--- src/rtl/dht11_pkg.sv ---
// Shared DHT11 protocol definitions: FSM states, default timing (us), frame layout.
// Used by both the sensor emulator and the host reader.
package dht11_pkg;

    typedef enum logic [2:0] {
        ST_IDLE,
        ST_HOST_LOW,
        ST_RESP_WAIT,
        ST_RESP_LOW,
        ST_RESP_HIGH,
        ST_BIT_LOW,
        ST_BIT_HIGH,
        ST_END_LOW
    } dht11_state_e;

    localparam int unsigned DHT11_CLK_DIV      = 50;
    localparam int unsigned DHT11_START_MIN_US = 18000;
    localparam int unsigned DHT11_RESP_WAIT_US = 12;
    localparam int unsigned DHT11_RESP_LOW_US  = 80;
    localparam int unsigned DHT11_RESP_HIGH_US = 80;
    localparam int unsigned DHT11_BIT_LOW_US   = 50;
    localparam int unsigned DHT11_BIT0_HIGH_US = 26;
    localparam int unsigned DHT11_BIT1_HIGH_US = 70;
    localparam int unsigned DHT11_END_LOW_US   = 50;

    localparam int unsigned FRAME_BITS  = 40;
    localparam int unsigned HOST_CNT_W  = 17;
    localparam int unsigned HUM_INT_OFS = 32;
    localparam int unsigned HUM_DEC_OFS = 24;
    localparam int unsigned TMP_INT_OFS = 16;
    localparam int unsigned TMP_DEC_OFS = 8;
    localparam int unsigned CHK_OFS     = 0;

    function automatic logic [7:0] dht11_checksum(input logic [7:0] a, input logic [7:0] b,
                                                  input logic [7:0] c, input logic [7:0] d);
        logic [7:0] s;
        s = a + b + c + d;
        return s;
    endfunction

endpackage

--- src/rtl/us_tick_gen.sv ---
// Free-running prescaler: one-cycle tick every CLK_DIV clocks.
module us_tick_gen #(
    parameter int unsigned CLK_DIV = 50
) (
    input  logic clk,
    input  logic rst,
    output logic tick
);

    localparam int unsigned CW = (CLK_DIV > 1) ? $clog2(CLK_DIV) : 1;
    localparam logic [CW-1:0] LAST = CW'(CLK_DIV - 1);

    logic [CW-1:0] cnt;

    always_ff @(posedge clk or posedge rst) begin
        if (rst) begin
            cnt  <= '0;
            tick <= 1'b0;
        end else if (cnt == LAST) begin
            cnt  <= '0;
            tick <= 1'b1;
        end else begin
            cnt  <= cnt + 1'b1;
            tick <= 1'b0;
        end
    end

endmodule

--- src/rtl/dht11_sensor_emu.sv ---
// DHT11 device-side emulator: detects host start pulse, answers with response and
// a 40-bit frame on an open-drain line (dht11_oe=1 pulls low).
module dht11_sensor_emu
    import dht11_pkg::*;
#(
    parameter int unsigned CLK_DIV      = DHT11_CLK_DIV,
    parameter int unsigned START_MIN_US = DHT11_START_MIN_US,
    parameter int unsigned RESP_WAIT_US = DHT11_RESP_WAIT_US,
    parameter int unsigned RESP_LOW_US  = DHT11_RESP_LOW_US,
    parameter int unsigned RESP_HIGH_US = DHT11_RESP_HIGH_US,
    parameter int unsigned BIT_LOW_US   = DHT11_BIT_LOW_US,
    parameter int unsigned BIT0_HIGH_US = DHT11_BIT0_HIGH_US,
    parameter int unsigned BIT1_HIGH_US = DHT11_BIT1_HIGH_US,
    parameter int unsigned END_LOW_US   = DHT11_END_LOW_US
) (
    input  logic       clk,
    input  logic       rst,
    input  logic       dht11_in,
    output logic       dht11_oe,
    input  logic [7:0] hum_int,
    input  logic [7:0] hum_dec,
    input  logic [7:0] tmp_int,
    input  logic [7:0] tmp_dec,
    input  logic       load,
    input  logic       corrupt_chk,
    output logic       busy,
    output logic       frame_done,
    output logic       err_short_start
);

    logic tick;

    us_tick_gen #(.CLK_DIV(CLK_DIV)) u_tick (
        .clk  (clk),
        .rst  (rst),
        .tick (tick)
    );

    // Line idles high (pull-up), so the synchronizer resets to 1.
    logic s1, s2, s3;
    logic fell, rose;

    always_ff @(posedge clk or posedge rst) begin
        if (rst) begin
            s1 <= 1'b1;
            s2 <= 1'b1;
            s3 <= 1'b1;
        end else begin
            s1 <= dht11_in;
            s2 <= s1;
            s3 <= s2;
        end
    end

    assign fell = s3 & ~s2;
    assign rose = ~s3 & s2;

    logic [7:0] sh_hum_int, sh_hum_dec, sh_tmp_int, sh_tmp_dec;

    always_ff @(posedge clk or posedge rst) begin
        if (rst) begin
            sh_hum_int <= '0;
            sh_hum_dec <= '0;
            sh_tmp_int <= '0;
            sh_tmp_dec <= '0;
        end else if (load) begin
            sh_hum_int <= hum_int;
            sh_hum_dec <= hum_dec;
            sh_tmp_int <= tmp_int;
            sh_tmp_dec <= tmp_dec;
        end
    end

    logic [7:0]            chk_raw;
    logic [FRAME_BITS-1:0] frame_snap;

    always_comb begin
        chk_raw    = dht11_checksum(sh_hum_int, sh_hum_dec, sh_tmp_int, sh_tmp_dec);
        frame_snap = '0;
        frame_snap[HUM_INT_OFS +: 8] = sh_hum_int;
        frame_snap[HUM_DEC_OFS +: 8] = sh_hum_dec;
        frame_snap[TMP_INT_OFS +: 8] = sh_tmp_int;
        frame_snap[TMP_DEC_OFS +: 8] = sh_tmp_dec;
        frame_snap[CHK_OFS +: 8]     = corrupt_chk ? ~chk_raw : chk_raw;
    end

    dht11_state_e          state;
    logic [HOST_CNT_W-1:0] dur;
    logic [HOST_CNT_W-1:0] target_m1;
    logic [5:0]            bit_idx;
    logic [FRAME_BITS-1:0] frame;
    logic                  timed;
    logic                  expired;

    always_comb begin
        target_m1 = '0;
        timed     = 1'b1;
        case (state)
            ST_RESP_WAIT: target_m1 = HOST_CNT_W'(RESP_WAIT_US - 1);
            ST_RESP_LOW:  target_m1 = HOST_CNT_W'(RESP_LOW_US - 1);
            ST_RESP_HIGH: target_m1 = HOST_CNT_W'(RESP_HIGH_US - 1);
            ST_BIT_LOW:   target_m1 = HOST_CNT_W'(BIT_LOW_US - 1);
            ST_BIT_HIGH:  target_m1 = frame[FRAME_BITS-1] ? HOST_CNT_W'(BIT1_HIGH_US - 1)
                                                          : HOST_CNT_W'(BIT0_HIGH_US - 1);
            ST_END_LOW:   target_m1 = HOST_CNT_W'(END_LOW_US - 1);
            default:      timed     = 1'b0;
        endcase
        expired = timed & tick & (dur == target_m1);
    end

    always_ff @(posedge clk or posedge rst) begin
        if (rst) begin
            state           <= ST_IDLE;
            dur             <= '0;
            bit_idx         <= '0;
            frame           <= '0;
            dht11_oe        <= 1'b0;
            busy            <= 1'b0;
            frame_done      <= 1'b0;
            err_short_start <= 1'b0;
        end else begin
            frame_done      <= 1'b0;
            err_short_start <= 1'b0;
            case (state)
                ST_IDLE: begin
                    if (fell) begin
                        state <= ST_HOST_LOW;
                        dur   <= '0;
                    end
                end
                ST_HOST_LOW: begin
                    if (rose) begin
                        dur <= '0;
                        if (dur >= HOST_CNT_W'(START_MIN_US)) begin
                            frame   <= frame_snap;
                            bit_idx <= '0;
                            busy    <= 1'b1;
                            state   <= ST_RESP_WAIT;
                        end else begin
                            err_short_start <= 1'b1;
                            state           <= ST_IDLE;
                        end
                    end else if (tick && dur != '1) begin
                        dur <= dur + 1'b1;
                    end
                end
                ST_RESP_WAIT: if (expired) begin
                    state    <= ST_RESP_LOW;
                    dht11_oe <= 1'b1;
                end
                ST_RESP_LOW: if (expired) begin
                    state    <= ST_RESP_HIGH;
                    dht11_oe <= 1'b0;
                end
                ST_RESP_HIGH: if (expired) begin
                    state    <= ST_BIT_LOW;
                    bit_idx  <= '0;
                    dht11_oe <= 1'b1;
                end
                ST_BIT_LOW: if (expired) begin
                    state    <= ST_BIT_HIGH;
                    dht11_oe <= 1'b0;
                end
                ST_BIT_HIGH: if (expired) begin
                    frame    <= {frame[FRAME_BITS-2:0], 1'b0};
                    bit_idx  <= bit_idx + 1'b1;
                    dht11_oe <= 1'b1;
                    state    <= (bit_idx == 6'(FRAME_BITS - 1)) ? ST_END_LOW : ST_BIT_LOW;
                end
                ST_END_LOW: if (expired) begin
                    state      <= ST_IDLE;
                    dht11_oe   <= 1'b0;
                    busy       <= 1'b0;
                    frame_done <= 1'b1;
                end
                default: state <= ST_IDLE;
            endcase
            // Shared duration counter for the timed states; clears on each transition.
            if (timed) begin
                if (expired)
                    dur <= '0;
                else if (tick)
                    dur <= dur + 1'b1;
            end
        end
    end

endmodule

--- config.mk ---
export PLATFORM = sky130hd
export DESIGN_NAME = dht11_sensor_emu
export DESIGN_NICKNAME = d
export VERILOG_FILES = /design/src/rtl/dht11_pkg.sv /design/src/rtl/us_tick_gen.sv /design/src/rtl/dht11_sensor_emu.sv
export SDC_FILE = /design/constraint.sdc
export NUM_CORES = 1
export LEC_CHECK = 0
export ABC_AREA = 1
export BUFFER_PORTS_ARGS = -buffer_cell sky130_fd_sc_hd__buf_2
export CAP_MARGIN = 0
export CORE_MARGIN = 2
export CORE_UTILIZATION = 40
export DETAILED_ROUTE_END_ITERATION = 6
export PLACE_DENSITY_LB_ADDON = 0.15
export SLEW_MARGIN = 15
export SYNTH_ARGS = -nofsm -noshare
export SYNTH_HDL_FRONTEND = slang
export SYNTH_SLANG_ARGS = --single-unit
export TNS_END_PERCENT = 50
--- constraint.sdc ---
create_clock -name clk -period 4.04 [get_ports clk]
set_input_delay 0.202 -clock clk [delete_from_list [all_inputs] [get_ports clk]]
set_output_delay 0.202 -clock clk [all_outputs]
set_load 0.01 [all_outputs]
==> implementation parameters, run 1 <==
Parameter                              Value

CTS
  Clk slew on worst S/H paths ... 0.07 ns
  Num CTS Buffers ... 9
  Clock root buffer ... clkbuf_16
  Clock Latency Late Sink ... 0.36 ns
  TritonCTS clock tree ... yes
  Maximum level of the CTS H-tree ... 3
  Clk sinks ... 112
  Max Buffers Root-to-Sink ... 2

Worst setup path
  Critical Setup Path Class ... flop to flop
  Family with the most delay on the worst path ... adder cells
  CP most frequent cell ... inv_1
  Cell with the biggest individual delay on the critical path ... fa_1
  Crit path launch type ... flop
  Critical path, cell by cell ... inv_1, fa_1, fa_1, inv_1, ha_1, inv_1, fa_1, inv_1, nand3_1, nand2_1, xor2_1, a21oi_1, o21ai_0, nand2_1, nand3_1, nand2_1
  Crit path required time ... 4.29 ns
  Arrival time of the worst setup path ... 3.22 ns
  Stage delay of the slowest cell on the critical path ... 0.46 ns
  Category of the worst setup path capture point ... flop
  Highest net fanout along the worst path ... 3
  Buffers plus inverters on the worst setup path ... 4

Min path
  Worst min path class ... input port to async pin

Power and ir drop
  Power Density ... 496 nW/um2
  Combinational power share ... 32.6%
  Part of the power in registers ... 41.4%
  Overall power after layout ... 3.56 mW
  Standby leakage power ... 3.61 nW
  Switching power ... 1.33 mW
  IR Drop Worst-Case VDD ... 0.000235 V
  Portion of total power attributed to the clock network ... 26.0%
  Switching fraction of total power ... 37.2%
  Internal Power ... 2.24 mW

Yosys
  Dominant synthesized flop cell ... dfrtp_1
  Cell area after technology mapping ... 6560 um2
  Top-area cell type share of the netlist area ... 41.6%
  Top area cells in the synthesized netlist ... dfrtp_1 42%, nand2_1 15%, o21ai_0 7.8%
  Share of flip-flops with an asynchronous set or reset ... 100%
  Total nets after synthesis ... 928
  Leading area contributor after synthesis ... dfrtp_1
  Fraction of the yosys area taken by sequential cells ... 42.8%
  Unique masters post-synth ... 39
  Count of state elements after synthesis ... 112
  Mapped Cells ... 864
  Number of flops mapped to enable cells by yosys ... 0
  Syn_area_per_cell ... 7.59 um2
  Yosys synthesis warning count ... 0

STA
  Final clock skew ... 0.0106 ns
  Post-route setup TNS ... 0 ns
  Final setup violating endpoints ... 0
  Max-slew violations ... 0
  Slew at the pin closest to its max-slew limit ... 0.949 ns
  Post-route clock period utilization ... 73.7%
  Final Hold Vio Count ... 0
  Headroom to the max-slew limit ... 36.7%
  Maximum clock rate ... 0.336 GHz
  Final critical delay including setup and external delays ... 2.98 ns
  Setup repair after global routing missed its margin ... false

Drt
  Total wire length after detailed routing ... 15500 um
  Routed length per placed instance ... 14.1 um
  Number of nets still failing antenna checks after routing ... 0
  Post-DR vias/cell ... 4.92
  Detailed-route via count ... 5433
  Remaining DRCs ... 0
  Iteration count of the initial detailed-routing pass ... 5
  DR iter-0 viols ... 322

GRT
  Antenna violations before repair ... 0
  Vias in the first global route ... 5153
  Total congestion overflow ... 0
  First-pass GRT wire length ... 26100 um
  Global Route Usage Sum ... 18.5%
  Maximum number of pins on one net before global-route repair ... 68

Die
  Number of I/O pins ... 41
  Core area ... 15900 um2
  Standard-cell row count ... 46
  Initial cell density of the core ... 41.2%
  Vertical die dimension ... 132 um
  Die Width ... 132 um
  DIE AREA ... 17400 um2

Place
  Input/output buffers ... 40
  Post-detail-place hpwl ... 10800 um
  Routability Congestion ... 0.866

Final layout
  Proportion of layout cells with a drive suffix above 1 ... 10.6%
  Net total in the final layout ... 947
  Area growth from synthesis to layout ... 9.50%
  Antenna diode count ... 0

Job
  Maximum Capacitance Violations ... 0

Outcome
  Result of the run ... complete, no violations
timing repair:
item                       CTS  global route
gates resized for setup      0             0
hold endpoints to repair     1             0
setup endpoints to repair    0             0
buffers inserted             0             0
hold buffers                 1             0
synth_stat cells, types with 7 or more instances:
| cell type | count |
|---|---|
| clkbuf_1 | 20 |
| buf_4 | 7 |
| ha_1 | 13 |
| nor2_1 | 44 |
| nand2_1 | 265 |
| o21ai_0 | 102 |
| fa_1 | 14 |
| nand3_1 | 78 |
| inv_2 | 7 |
| inv_1 | 99 |
| nand4_1 | 11 |
| buf_2 | 8 |
| a21oi_1 | 15 |
| nor3_1 | 10 |
| dfrtp_1 | 109 |
| xor2_1 | 14 |
cell type report:
class	instances	area, um2
clock inverter	6	66.3
multi-input combinational	606	3140
fill	1651	8760
clock buffer	10	239
tap	216	270
timing repair buffer	48	263
sequential	112	2810
inverter	106	400
cells in the final DEF (no fill, tap or decap), types with 7 or more instances in the layout:
master | netlist | final
nand2_1 | 265 | 265
nand4_1 | 11 | 11
inv_1 | 99 | 97
nand3_1 | 78 | 78
clkbuf_16 | 0 | 9
fa_1 | 14 | 14
xor2_1 | 14 | 14
o21ai_0 | 102 | 102
dfrtp_1 | 109 | 109
buf_4 | 7 | 7
ha_1 | 13 | 13
nor3_1 | 10 | 10
a21oi_1 | 15 | 15
buf_2 | 8 | 40
nor2_1 | 44 | 44
inv_2 | 7 | 8
metal layers:
metal  vias up  global-route usage (%)  part of all wire [%]  wire [um]
li1       2784                       -                     -          -
met1      2527                    25.6                    48       7520
met2       101                    29.7                    47       7250
met3        21                    3.23                   3.0        473
met4         0                    5.98                   1.8        283
met5         -                       0                     0          0
worst register-to-register path, stage by stage (launching register included):
cell and delay (ns):
dfrtp_1 0.36, inv_1 0.11, fa_1 0.45, fa_1 0.46, inv_1 0.07, ha_1 0.18
inv_1 0.06, fa_1 0.40, inv_1 0.09, nand3_1 0.06, nand2_1 0.08, xor2_1 0.17
a21oi_1 0.08, o21ai_0 0.11, nand2_1 0.06, nand3_1 0.06, nand2_1 0.05
power groups by stage:
stage / combinational [mW] / clock [mW] / sequential, mW
floorplan: 0.977 / 0 / 1.45
global placement: 1.17 / 0 / 1.49
detailed placement: 1.18 / 0 / 1.49
CTS: 1.18 / 0.956 / 1.47
global route: 1.34 / 1.00 / 1.50
finish: 1.16 / 0.927 / 1.48
logic make-up after synthesis:
group                    Yosys count  synth area share, %
AO/OA/AOI/OAI                    135                 11.3
XOR/XNOR                          19                 2.54
AND/OR/NAND/NOR                  425                 27.2
buffers and inverters            146                 9.38
adder cells (fa/ha/maj)           27                 6.75
flip-flops                       112                 42.8
state kept, by name (all words and copies together) (netlist names), 3 cells and up:
signal,flops
frame,40
dur,17
sh_hum_dec,8
sh_hum_int,8
sh_tmp_dec,8
sh_tmp_int,8
bit_idx,6
u_tick.cnt,6
state,3
stage by stage:
step	hold WS, ns	instances	instance area, um2	util (%)	worst slack, ns
after global routing	0.0499	1104	7180	45.1	0.624
after CTS	0.0321	1104	7180	45.1	1.05
after global placement	0.309	1087	6870	43.1	1.10
after detailed placement	0.310	1087	6870	43.1	1.07
final	0.0243	1104	7180	45.1	1.06
after floorplan	0.206	864	6560	-	0.884
final timing paths:
path | slack (ns) | startpoint | to | cells past startpoint
min in group clk | 0.04 | hum_dec[2] | sh_hum_dec[2] | 3
min | 0.02 | rst | u_tick.cnt[3] | 2
max | 1.06 | sh_hum_dec[1] | frame[5] | 16
max reg2reg | 1.06 | sh_hum_dec[1] | frame[5] | 16
min reg2reg | 0.36 | s1 | s2 | 0
max in group asynchronous | 3.11 | rst | s3 | 3
No activity file was read; power rests on OpenSTA's default activity.
==> run 2, diff against run 1 <==
--- a/config.mk
+++ b/config.mk
@@ -5,7 +5,7 @@
 export SDC_FILE = /design/constraint.sdc
 export NUM_CORES = 1
 export LEC_CHECK = 0
-export ABC_AREA = 1
+export ABC_AREA = 0
 export BUFFER_PORTS_ARGS = -buffer_cell sky130_fd_sc_hd__buf_2
 export CAP_MARGIN = 0
 export CORE_MARGIN = 2
==> constraint.sdc (replaced) <==
create_clock -name clk -period 2.9 [get_ports clk]
set_input_delay 0.145 -clock clk [delete_from_list [all_inputs] [get_ports clk]]
set_output_delay 0.145 -clock clk [all_outputs]
set_load 0.01 [all_outputs]
==> run 2 against run 1 <==
  * Sequential power up 12%
  * Largest power group unchanged
  * Non-clock buffer count up 49
  * Highest routed layer unchanged
  * Global-route usage down 0.71 points
  * Final area increased by 1.8%
  * Wire length down 13%
  * Fmax fell by 0.55%
  * The flow now finishes with violations (negative setup slack)
  * Critical path depth fell by 3
  * Register-to-register slack worse by 1.2 ns
==> implementation parameters, run 2 <==
Parameter                              Value

Outcome
  Result of the run ... finished with violations
  Violated checks ... negative setup slack

Power and ir drop
  Standby leakage power ... 3.41 nW (-5.6%)
  Power Density ... 568 nW/um2 (+15%)
  Overall power after layout ... 4.15 mW (+17%)
  IR Drop Worst-Case VDD ... 0.000354 V (+51%)

STA
  Final setup violating endpoints ... 5 (+5)
  Headroom to the max-slew limit ... 42.7% (+6.0 points)
  Setup repair after global routing missed its margin ... true
  Max-slew violations ... 0 (unchanged)
  Maximum clock rate ... 0.334 GHz (-0.55%)
  Final Hold Vio Count ... 0 (unchanged)
  Post-route clock period utilization ... 103% (+30 points)
  Slew at the pin closest to its max-slew limit ... 0.860 ns (-0.0895 ns)
  Worst setup margin ... -0.0922 ns (-1.16 ns)
  Final critical delay including setup and external delays ... 2.99 ns (+0.0165 ns)
  Post-route setup TNS ... -0.233 ns (-0.233 ns)
  Final clock skew ... 0.00673 ns (-0.00391 ns)

Drt
  Routed length per placed instance ... 15.3 um (+9.1%)
  DR iter-0 viols ... 228 (-29%)
  Total wire length after detailed routing ... 13500 um (-13%)
  Remaining DRCs ... 0 (unchanged)
  Iteration count of the initial detailed-routing pass ... 7 (+2)
  Detailed-route via count ... 4571 (-16%)
  Number of nets still failing antenna checks after routing ... 0 (unchanged)
  Post-DR vias/cell ... 5.19 (+5.4%)

Yosys
  Fraction of the yosys area taken by sequential cells ... 45.9% (+3.2 points)
  Dominant synthesized flop cell ... dfrtp_1
  Share of flip-flops with an asynchronous set or reset ... 100% (unchanged)
  Leading area contributor after synthesis ... dfrtp_1
  Syn_area_per_cell ... 10.0 um2 (+32%)
  Count of state elements after synthesis ... 112 (unchanged)
  Unique masters post-synth ... 62 (+59%)
  Total nets after synthesis ... 674 (-27%)
  Top-area cell type share of the netlist area ... 44.6% (+3.1 points)
  Cell area after technology mapping ... 6110 um2 (-6.9%)
  Mapped Cells ... 610 (-29%)
  Most frequently used cell type in the post-synthesis netlist ... dfrtp_1
  Yosys synthesis warning count ... 0 (unchanged)
  Top area cells in the synthesized netlist ... dfrtp_1 45%, mux2_2 7.7%, nand2_1 5.7%
  Top cells by count, synth ... 109 x dfrtp_1, 93 x nand2_1, 65 x o21ai_0
  Number of flops mapped to enable cells by yosys ... 0 (unchanged)

Die
  Core area ... 15100 um2 (-5.4%)
  Initial cell density of the core ... 40.5% (-0.67 points)
  Die Width ... 128 um (-3.4%)
  Number of I/O pins ... 41 (unchanged)
  DIE AREA ... 16300 um2 (-6.7%)
  Standard-cell row count ... 45 (-2.2%)
  Vertical die dimension ... 128 um (-3.4%)

Place
  Routability Congestion ... 0.819 (-5.5%)
  Total instance count after detailed placement ... 842 (-23%)
  Post-detail-place hpwl ... 9540 um (-12%)
  Post-placement worst setup slack ... -0.233 ns (-1.30 ns)
  Input/output buffers ... 40 (unchanged)

GRT
  Antenna violations before repair ... 0 (unchanged)
  First-pass GRT wire length ... 22900 um (-12%)
  Vias in the first global route ... 4601 (-11%)
  Maximum number of pins on one net before global-route repair ... 60 (-12%)
  Global Route Usage Sum ... 17.8% (-0.71 points)
  Total congestion overflow ... 0 (unchanged)

Final layout
  Area growth from synthesis to layout ... 19.7%
  Proportion of layout cells with a drive suffix above 1 ... 25.4% (+15 points)
  Share of the core filled with cells ... 48.5% (+3.4 points)
  Layout Cells excl Fill ... 881 (-20%)
  Net total in the final layout ... 752 (-21%)
  Most common cell after layout, fill and taps aside ... dfrtp_1
  Largest registers ranked by flip-flop count ... frame (40), dur (17)
  Largest register FFs ... 40 (unchanged)
  Antenna diode count ... 0 (unchanged)
  Top reg by flops ... frame
  Layout filler cell count ... 1419 (-14%)
  Leading cell types in the layout, fill and taps excluded ... 109 x dfrtp_1, 93 x nand2_1, 63 x o21ai_0

Worst setup path
  Arrival time of the worst setup path ... 3.24 ns (+0.02 ns)
  Critical Setup Path Class ... flop to flop
  Crit path launch type ... flop
  Stage delay of the slowest cell on the critical path ... 0.48 ns (+0.02 ns)
  Highest net fanout along the worst path ... 2 (-1)
  Worst-case register-to-register setup slack ... -0.09 ns (-1.16 ns)
  Crit path required time ... 3.15 ns (-1.14 ns)
  Critical path, cell by cell ... inv_1, fa_1, fa_1, inv_2, ha_4, inv_2, fa_2, nand2b_4, a21oi_4, a31oi_1, xnor2_1, o21ai_1, mux2_4
  Cell with the biggest individual delay on the critical path ... fa_1
  Category of the worst setup path capture point ... flop

CTS
  Clk sinks ... 112 (unchanged)
  Maximum level of the CTS H-tree ... 3 (unchanged)
  Clock root buffer ... clkbuf_16
  Max Buffers Root-to-Sink ... 2 (unchanged)
  Clock Latency Late Sink ... 0.36 ns (about the same)
  TritonCTS clock tree ... yes
  Clk slew on worst S/H paths ... 0.08 ns (about the same)
  Num CTS Buffers ... 9 (unchanged)

Job
  Maximum Capacitance Violations ... 0 (unchanged)

Min path
  Worst min path class ... input port to flop
run 2: kinds of logic after synthesis:
group	Yosys count	share of synthesized area, %
buffers and inverters	72	5.02
and+or+nand+nor	189	14.9
muxes	54	10.4
xor gates and xnor gates	25	3.58
adders and majority gates	27	7.25
AOI/OAI and AO/OA	131	12.9
DFF	112	45.9
run 2: layout make-up:
type / count / area (um2) / area share (%)
multi-input cells: 426 / 3090 / 42.2
flip-flops and latches: 112 / 2810 / 38.4
repair buffers: 97 / 703 / 9.62
well taps: 188 / 235 / 3.22
clock buffers: 9 / 225 / 3.08
inverters: 42 / 161 / 2.21
clock inverters: 7 / 95.1 / 1.30
run 2: power by group:
| part | switching, mW | leakage (nW) | total [mW] | internal (mW) |
|---|---|---|---|---|
| Clock | 0.633 | 0.157 | 1.33 | 0.698 |
| Sequential | 0.0456 | 1.47 | 1.66 | 1.61 |
| Combinational | 0.597 | 1.78 | 1.16 | 0.564 |
| Total | 1.28 | 3.41 | 4.15 | 2.88 |
run 2: routing by layer:
metal	global-route usage (%)	up-vias	part of all wire, %
li1	-	2234	-
met2	28.2	70	47
met5	0	-	0
met4	4.91	0	1.4
met1	24.8	2254	49
met3	3.98	13	3.3
run 2: worst paths after layout:
check | startpoint | to | depth (start not counted)
hold reg to reg | s1 | s2 | 0
setup reg to reg | sh_hum_dec[1] | frame[7] | 13
min in group asynchronous | rst | sh_tmp_int[7] | 3
max in group asynchronous | rst | frame[35] | 4
hold / removal | hum_int[5] | sh_hum_int[5] | 3
setup / recovery | sh_hum_dec[1] | frame[7] | 13
run 2: metrics by stage:
step                      hold slack (ns)  cell area (um2)
final                              0.0127             7310
after global routing              0.00279             7310
after CTS                        0.000148             7230
after detailed placement            0.254             6700
after global placement              0.253             6700
after floorplan                     0.149             6110
run 2: critical path, delay by kind of cell, from the launching register on:
| family | cells | cell delay (ns) |
|---|---|---|
| adders and majority gates | 4 | 1.40 |
| buffers and inverters | 3 | 0.21 |
| DFF | 1 | 0.37 |
| xor gates and xnor gates | 1 | 0.15 |
| muxes | 1 | 0.28 |
| AOI/OAI and AO/OA | 3 | 0.33 |
| and+or+nand+nor | 1 | 0.16 |
run 2: what timing repair did:
action	CTS	global route
endpoints found under the hold margin	48	0
endpoints found under the setup margin	5	14
buffers inserted	3	3
pin swaps	10	11
hold buffers	16	0
gates resized for setup	11	13
gates cloned	0	1
